`src/rtl/fetch_unit.sv`:
```
// fetch_unit: instruction fetch plus a single shared memory port.
//
// The memory port is time-shared. Outside DATA it presents pc as an
// instruction-fetch address, with read and write strobes both low. In DATA
// it carries one load or store for the execute stage. The memory is
// combinational and big-endian: Mem_Result is the 16-bit word at
// Mem_Address.
//
// Ports
//   clk, rest                 clock; asynchronous active-low reset
//   Mem_Address/Mem_Read/
//   Mem_Write/Write_Data      memory request (combinational from state)
//   Mem_Result                memory read data
//   dreq_valid/_write/_addr/
//   dreq_wdata                data-access request from execute
//   dreq_done/dreq_rdata      one-cycle completion pulse and load data
//   redirect/redirect_pc      branch/jump PC load (bit 0 dropped)
//   inst_valid/inst/inst_pc/
//   inst_ready                one-entry instruction buffer toward decode
//   fetch_fault               pc ran past the instruction region
module fetch_unit #(
  parameter logic [15:0] RESET_PC   = 16'd0,
  parameter logic [15:0] INST_LIMIT = 16'd1023
) (
  input  logic        clk,
  input  logic        rest,
  // memory port
  output logic [15:0] Mem_Address,
  output logic        Mem_Read,
  output logic        Mem_Write,
  output logic [15:0] Write_Data,
  input  logic [15:0] Mem_Result,
  // data request from execute
  input  logic        dreq_valid,
  input  logic        dreq_write,
  input  logic [15:0] dreq_addr,
  input  logic [15:0] dreq_wdata,
  output logic        dreq_done,
  output logic [15:0] dreq_rdata,
  // redirect
  input  logic        redirect,
  input  logic [15:0] redirect_pc,
  // instruction handshake
  output logic        inst_valid,
  output logic [15:0] inst,
  output logic [15:0] inst_pc,
  input  logic        inst_ready,
  output logic        fetch_fault
);

  localparam logic [1:0] S_FETCH = 2'd0;
  localparam logic [1:0] S_DATA  = 2'd1;
  localparam logic [1:0] S_FAULT = 2'd2;

  // The last word-aligned pc that may still be fetched. A fetch from any
  // pc above it would read past INST_LIMIT, so that fetch faults instead.
  localparam logic [15:0] FETCH_MAX = INST_LIMIT - 16'd1;

  logic [1:0]  state, state_nxt;
  logic [15:0] pc, pc_nxt;

  // Data request latched when it is accepted. These registers drive the
  // memory port for the single DATA cycle.
  logic [15:0] lat_addr;
  logic        lat_write;
  logic [15:0] lat_wdata;

  logic accept;     // data request taken at this edge
  logic fetch_ok;   // every fetch condition holds apart from the limit check
  logic limit_hit;  // fetch wanted, but pc is outside the region
  logic do_fetch;   // instruction actually captured at this edge

  // ---------------------------------------------------------------------
  // Memory port mux
  // ---------------------------------------------------------------------
  always_comb begin
    Mem_Address = pc;
    Mem_Read    = 1'b0;
    Mem_Write   = 1'b0;
    Write_Data  = 16'h0000;
    if (state == S_DATA) begin
      Mem_Address = lat_addr;
      Mem_Read    = !lat_write;
      Mem_Write   = lat_write;
      Write_Data  = lat_wdata;
    end
  end

  // ---------------------------------------------------------------------
  // Edge decisions
  // ---------------------------------------------------------------------
  always_comb begin
    // A request is not accepted during its own done cycle, so a requester
    // that is still holding dreq_valid there is not serviced twice.
    accept    = dreq_valid && !dreq_done && (state != S_DATA);
    // Priority order is redirect, then data accept, then fetch. A full
    // buffer can still take a fetch if decode drains it at the same edge.
    fetch_ok  = (state == S_FETCH) && !redirect && !accept &&
                (!inst_valid || inst_ready);
    limit_hit = fetch_ok && (pc > FETCH_MAX);
    do_fetch  = fetch_ok && !limit_hit;
  end

  always_comb begin
    state_nxt = state;
    if (accept)
      state_nxt = S_DATA;
    else if (redirect)
      state_nxt = S_FETCH;
    else if (state == S_DATA)
      // A data access that started in FAULT returns to FAULT.
      state_nxt = fetch_fault ? S_FAULT : S_FETCH;
    else if (limit_hit)
      state_nxt = S_FAULT;
  end

  always_comb begin
    pc_nxt = pc;
    if (redirect)
      pc_nxt = redirect_pc & 16'hFFFE;   // instructions are word aligned
    else if (do_fetch)
      pc_nxt = pc + 16'd2;               // wraps modulo 2^16
  end

  // ---------------------------------------------------------------------
  // State
  // ---------------------------------------------------------------------
  always_ff @(posedge clk or negedge rest) begin
    if (!rest) begin
      state       <= S_FETCH;
      pc          <= RESET_PC;
      lat_addr    <= 16'h0000;
      lat_write   <= 1'b0;
      lat_wdata   <= 16'h0000;
      dreq_done   <= 1'b0;
      dreq_rdata  <= 16'h0000;
      inst_valid  <= 1'b0;
      inst        <= 16'h0000;
      inst_pc     <= 16'h0000;
      fetch_fault <= 1'b0;
    end else begin
      state <= state_nxt;
      pc    <= pc_nxt;

      if (accept) begin
        lat_addr  <= dreq_addr;
        lat_write <= dreq_write;
        lat_wdata <= dreq_wdata;
      end

      // DATA always lasts exactly one cycle. Its closing edge raises done.
      dreq_done <= (state == S_DATA);
      if ((state == S_DATA) && !lat_write)
        dreq_rdata <= Mem_Result;

      if (redirect)
        inst_valid <= 1'b0;
      else if (do_fetch) begin
        inst_valid <= 1'b1;
        inst       <= Mem_Result;
        inst_pc    <= pc;
      end else if (inst_valid && inst_ready)
        inst_valid <= 1'b0;

      if (redirect)
        fetch_fault <= 1'b0;
      else if (limit_hit)
        fetch_fault <= 1'b1;
    end
  end

endmodule

```
`config.mk`:
```
export PLATFORM = sky130hd
export DESIGN_NAME = fetch_unit
export DESIGN_NICKNAME = d
export VERILOG_FILES = /design/src/rtl/fetch_unit.sv
export SDC_FILE = /design/constraint.sdc
export NUM_CORES = 1
export LEC_CHECK = 0
export CAP_MARGIN = 25
export CORE_ASPECT_RATIO = 0.8
export CORE_MARGIN = 3
export CORE_UTILIZATION = 50
export CTS_BUF_LIST = sky130_fd_sc_hd__clkbuf_8
export CTS_CLUSTER_DIAMETER = 50
export DETAILED_ROUTE_END_ITERATION = 6
export PLACE_DENSITY = 0.88
export SETUP_SLACK_MARGIN = 0.15
export SYNTH_ARGS = -nofsm -noshare
export SYNTH_HDL_FRONTEND = slang
export SYNTH_SLANG_ARGS = --single-unit
```
`constraint.sdc`:
```
create_clock -name clk -period 4.8 [get_ports clk]
set_input_delay 0.96 -clock clk [delete_from_list [all_inputs] [get_ports clk]]
set_output_delay 0.96 -clock clk [all_outputs]
set_load 0.005 [all_outputs]
```
==> results by group <==
Final layout
  – Share of layout cells above drive strength 1: 0.262
  – Fin nets: 540
  – ANT cells: 0
  – Sequential cell area: roughly 2500 um^2
  – Number of fill cells: 541
  – Area grow syn2layout: 41.8%
  – Final core utilization: 0.749
  – Area occupied by multi-input gates: roughly 1700 um^2

Die
  – Core Area: a little over 8000 um^2
  – Die ar.: 9790 um^2
  – Rows: 29
  – Die H: just under 90 um
  – # IOs: 155
  – Die width: 110 um
  – Starting density of the core: 0.528

Clock network
  – Clock sink count: 100
  – H-tree depth: 3
  – Post-CTS setup buffer count: 0
  – CTS tree: built
  – CTS Buffer Depth: 2
  – # hold bufs at CTS: 0
  – Root buffer cell: clkbuf_8
  – # resized after CTS: 0
  – Cts bufs inserted: 9
  – Clock transition at the registers of the reported paths: 0.10 ns
  – Clock latency on the worst-skew pair: 0.37 ns

Critical path
  – Slowest Stage Delay on Critical Path: between 0.5 and 0.6 ns
  – CP max FO: 17
  – CP top delay family: buffers and inverters
  – Cells along the critical path: nor2b_2 > buf_4 > nor2b_1 > buf_4 > clkdlybuf4s50_1
  – Top cell by count, worst path: buf_4
  – CP bufs+invs: 3
  – Critical-path top delay cell: clkdlybuf4s50_1
  – WP data required: 3.84 ns
  – CP Launch Type: flip-flop
  – Setup crit end kind: output pin
  – CP arrival: 2.58 ns
  – Critical path class: flip-flop to output pin

STA
  – Final max-slew violation count: 0
  – Fin crit period: roughly 3.5 ns
  – Final setup TNS: 0 ns
  – Slew headroom: 0.347
  – Unrepaired setup endpoints after global routing: false
  – Max Freq: 282 MHz
  – Setup ws final: 1.26 ns
  – Final hold violations: 0
  – Worst Clk Skew: 0.00987 ns
  – Setup Viol. Count Final: 0
  – Final period util: 0.738
  – Slew @ Worst Pin: 0.976 ns

Placement
  – Pre-CTS setup slack: 1.62 ns
  – Detailed placement HPWL: approximately 7400 um
  – Routability Congestion: 0.770
  – IO buf count: 152

Outcome
  – Outcome: finished clean

Logic synthesis
  – Most used DFF post-synth: dfrtp_1
  – Yosys top cell area share: 0.580
  – Syn avg cell area: 13.5 um^2
  – Post-synth top cells: dfrtp_1 (100), mux2_2 (93), and2_1 (26), nand2_1 (11), buf_2 (10)
  – Syn Std Cell Area: 4310 um^2
  – Post-synth EDFFs: 0
  – Largest area contributor in the netlist: dfrtp_1
  – Cell count after synthesis: 319
  – Seq/Total Area, Yosys: 0.580
  – Mapped Nets: 390
  – Yosys warnings: 0
  – Most frequent cell after synthesis: dfrtp_1
  – Library cells used by synthesis: 36
  – Ranking of synthesized cells by area: dfrtp_1 (58%), mux2_2 (24%), and2_1 (3.8%), buf_2 (1.2%), o211ai_1 (1.0%)
  – Yosys reg bits: 100
  – Async SR Flop Fraction: 1.00

Routing
  – WL/cell: 17.6 um
  – DRT Pass-1 Iters: 4
  – Via density: 5.31
  – Via count: 3093
  – Final WL: 10300 um
  – Antenna Nets Post-Route: 0
  – Initial DRC count: between 100 and 150
  – Residual DRC: 0

Flow run
  – Maxcap violations: 0

Global route
  – Vias in the first global route: 3277
  – Largest net degree at the start of global routing: 69
  – Initial antenna violation count: 0
  – Total gr overflow: 0
  – All-Layer GR Usage: 0.219
  – First-pass GRT wire length: 16200 um

Power and ir drop
  – Peak VDD IR: 340 uV
  – Clock power frac: 0.170
  – Switching Fraction: 0.290
  – Comb power frac: 0.415
  – Pwr per Cell Area: 502 nW/um^2
  – Internal Power: 2.18 mW
  – Share of power burned in registers: 0.415
  – Switching pwr: 0.890 mW
  – Leakage power: 2.58 nW

Worst hold path
  – Worst Hold Class: flip-flop to flip-flop
layout make-up:
type,count,share of cell area
Tap cell,108,0.0221
Inverter,1,0.000614
Clock buffer,10,0.0225
Clock inverter,6,0.00921
Sequential cell,100,0.409
Timing Repair Buffer,158,0.256
Multi-Input combinational cell,199,0.281
cells by family (layout without fill, tap and decap cells):
kind of cell	Yosys count	count (layout)	share of synthesized area
fa+ha+maj	1	1	0.00290
buf+inv	20	175	0.0238
flops	100	100	0.580
other cells	1	1	0.000869
compound gates	20	20	0.0331
mux	95	95	0.248
simple gates	82	82	0.112
registers in the layout, indices dropped and copies added (netlist names):
name	count
pc	15
inst_valid	1
dreq_rdata	16
lat_wdata	16
dreq_done	1
inst	16
fetch_fault	1
lat_write	1
state	2
inst_pc	15
lat_addr	16
routing by layer:
metal	vias up	GRT usage	wire length [um]
li1	1425	-	-
met1	1548	0.255	4080
met2	105	0.379	5140
met3	15	0.0758	846
met4	0	0.0804	206
met5	-	0	0
cell usage in the layout, fill, tap and decap left out, types with 4 or more instances in the layout:
cell | Yosys | final
buf_4 | 4 | 7
o21ai_0 | 4 | 4
nor2b_1 | 5 | 4
nand2b_1 | 6 | 6
o211ai_1 | 6 | 6
clkbuf_8 | 0 | 10
mux2_2 | 93 | 93
nand2_1 | 11 | 11
nand4_1 | 7 | 7
and2_1 | 26 | 26
dfrtp_1 | 100 | 100
clkdlybuf4s50_1 | 0 | 151
nor2_1 | 7 | 7
power by group through the flow:
| stage | logic (mW) | clock network [mW] | registers (mW) |
|---|---|---|---|
| after detailed placement | 1.29 | 0 | 1.29 |
| after floorplan | 0.615 | 0 | 1.26 |
| after global placement | 1.26 | 0 | 1.27 |
| after CTS | 1.30 | 0.541 | 1.28 |
| after global routing | 1.37 | 0.581 | 1.31 |
| final | 1.28 | 0.522 | 1.27 |
per-stage QoR:
stage,instance area (um^2),total power [mW],hold WS (ns),cells
after floorplan,4310,1.88,0.472,319
after global placement,5920,2.53,0.468,566
final,6120,3.07,0.497,582
after detailed placement,5920,2.58,0.473,566
after CTS,6120,3.11,0.498,582
after global routing,6120,3.27,0.522,582
final timing paths:
check                                              from                    endpoint  slack (ns)  cells past startpoint
worst min register to register  inst_pc[15]$_DFFE_PN0P_     inst_pc[15]$_DFFE_PN0P_        0.50                      1
min in group asynchronous                          rest      inst_pc[8]$_DFFE_PN0P_        0.70                      1
worst max register to register     state[0]$_DFFE_PN0P_    lat_addr[10]$_DFFE_PN0P_        2.56                      4
max in group asynchronous                          rest  dreq_rdata[10]$_DFFE_PN0P_        3.16                      2
worst min-delay path            inst_pc[15]$_DFFE_PN0P_     inst_pc[15]$_DFFE_PN0P_        0.50                      1
worst max-delay path               state[0]$_DFFE_PN0P_                    Mem_Read        1.26                      5
Note: power is estimated with default switching activity, not from simulation.
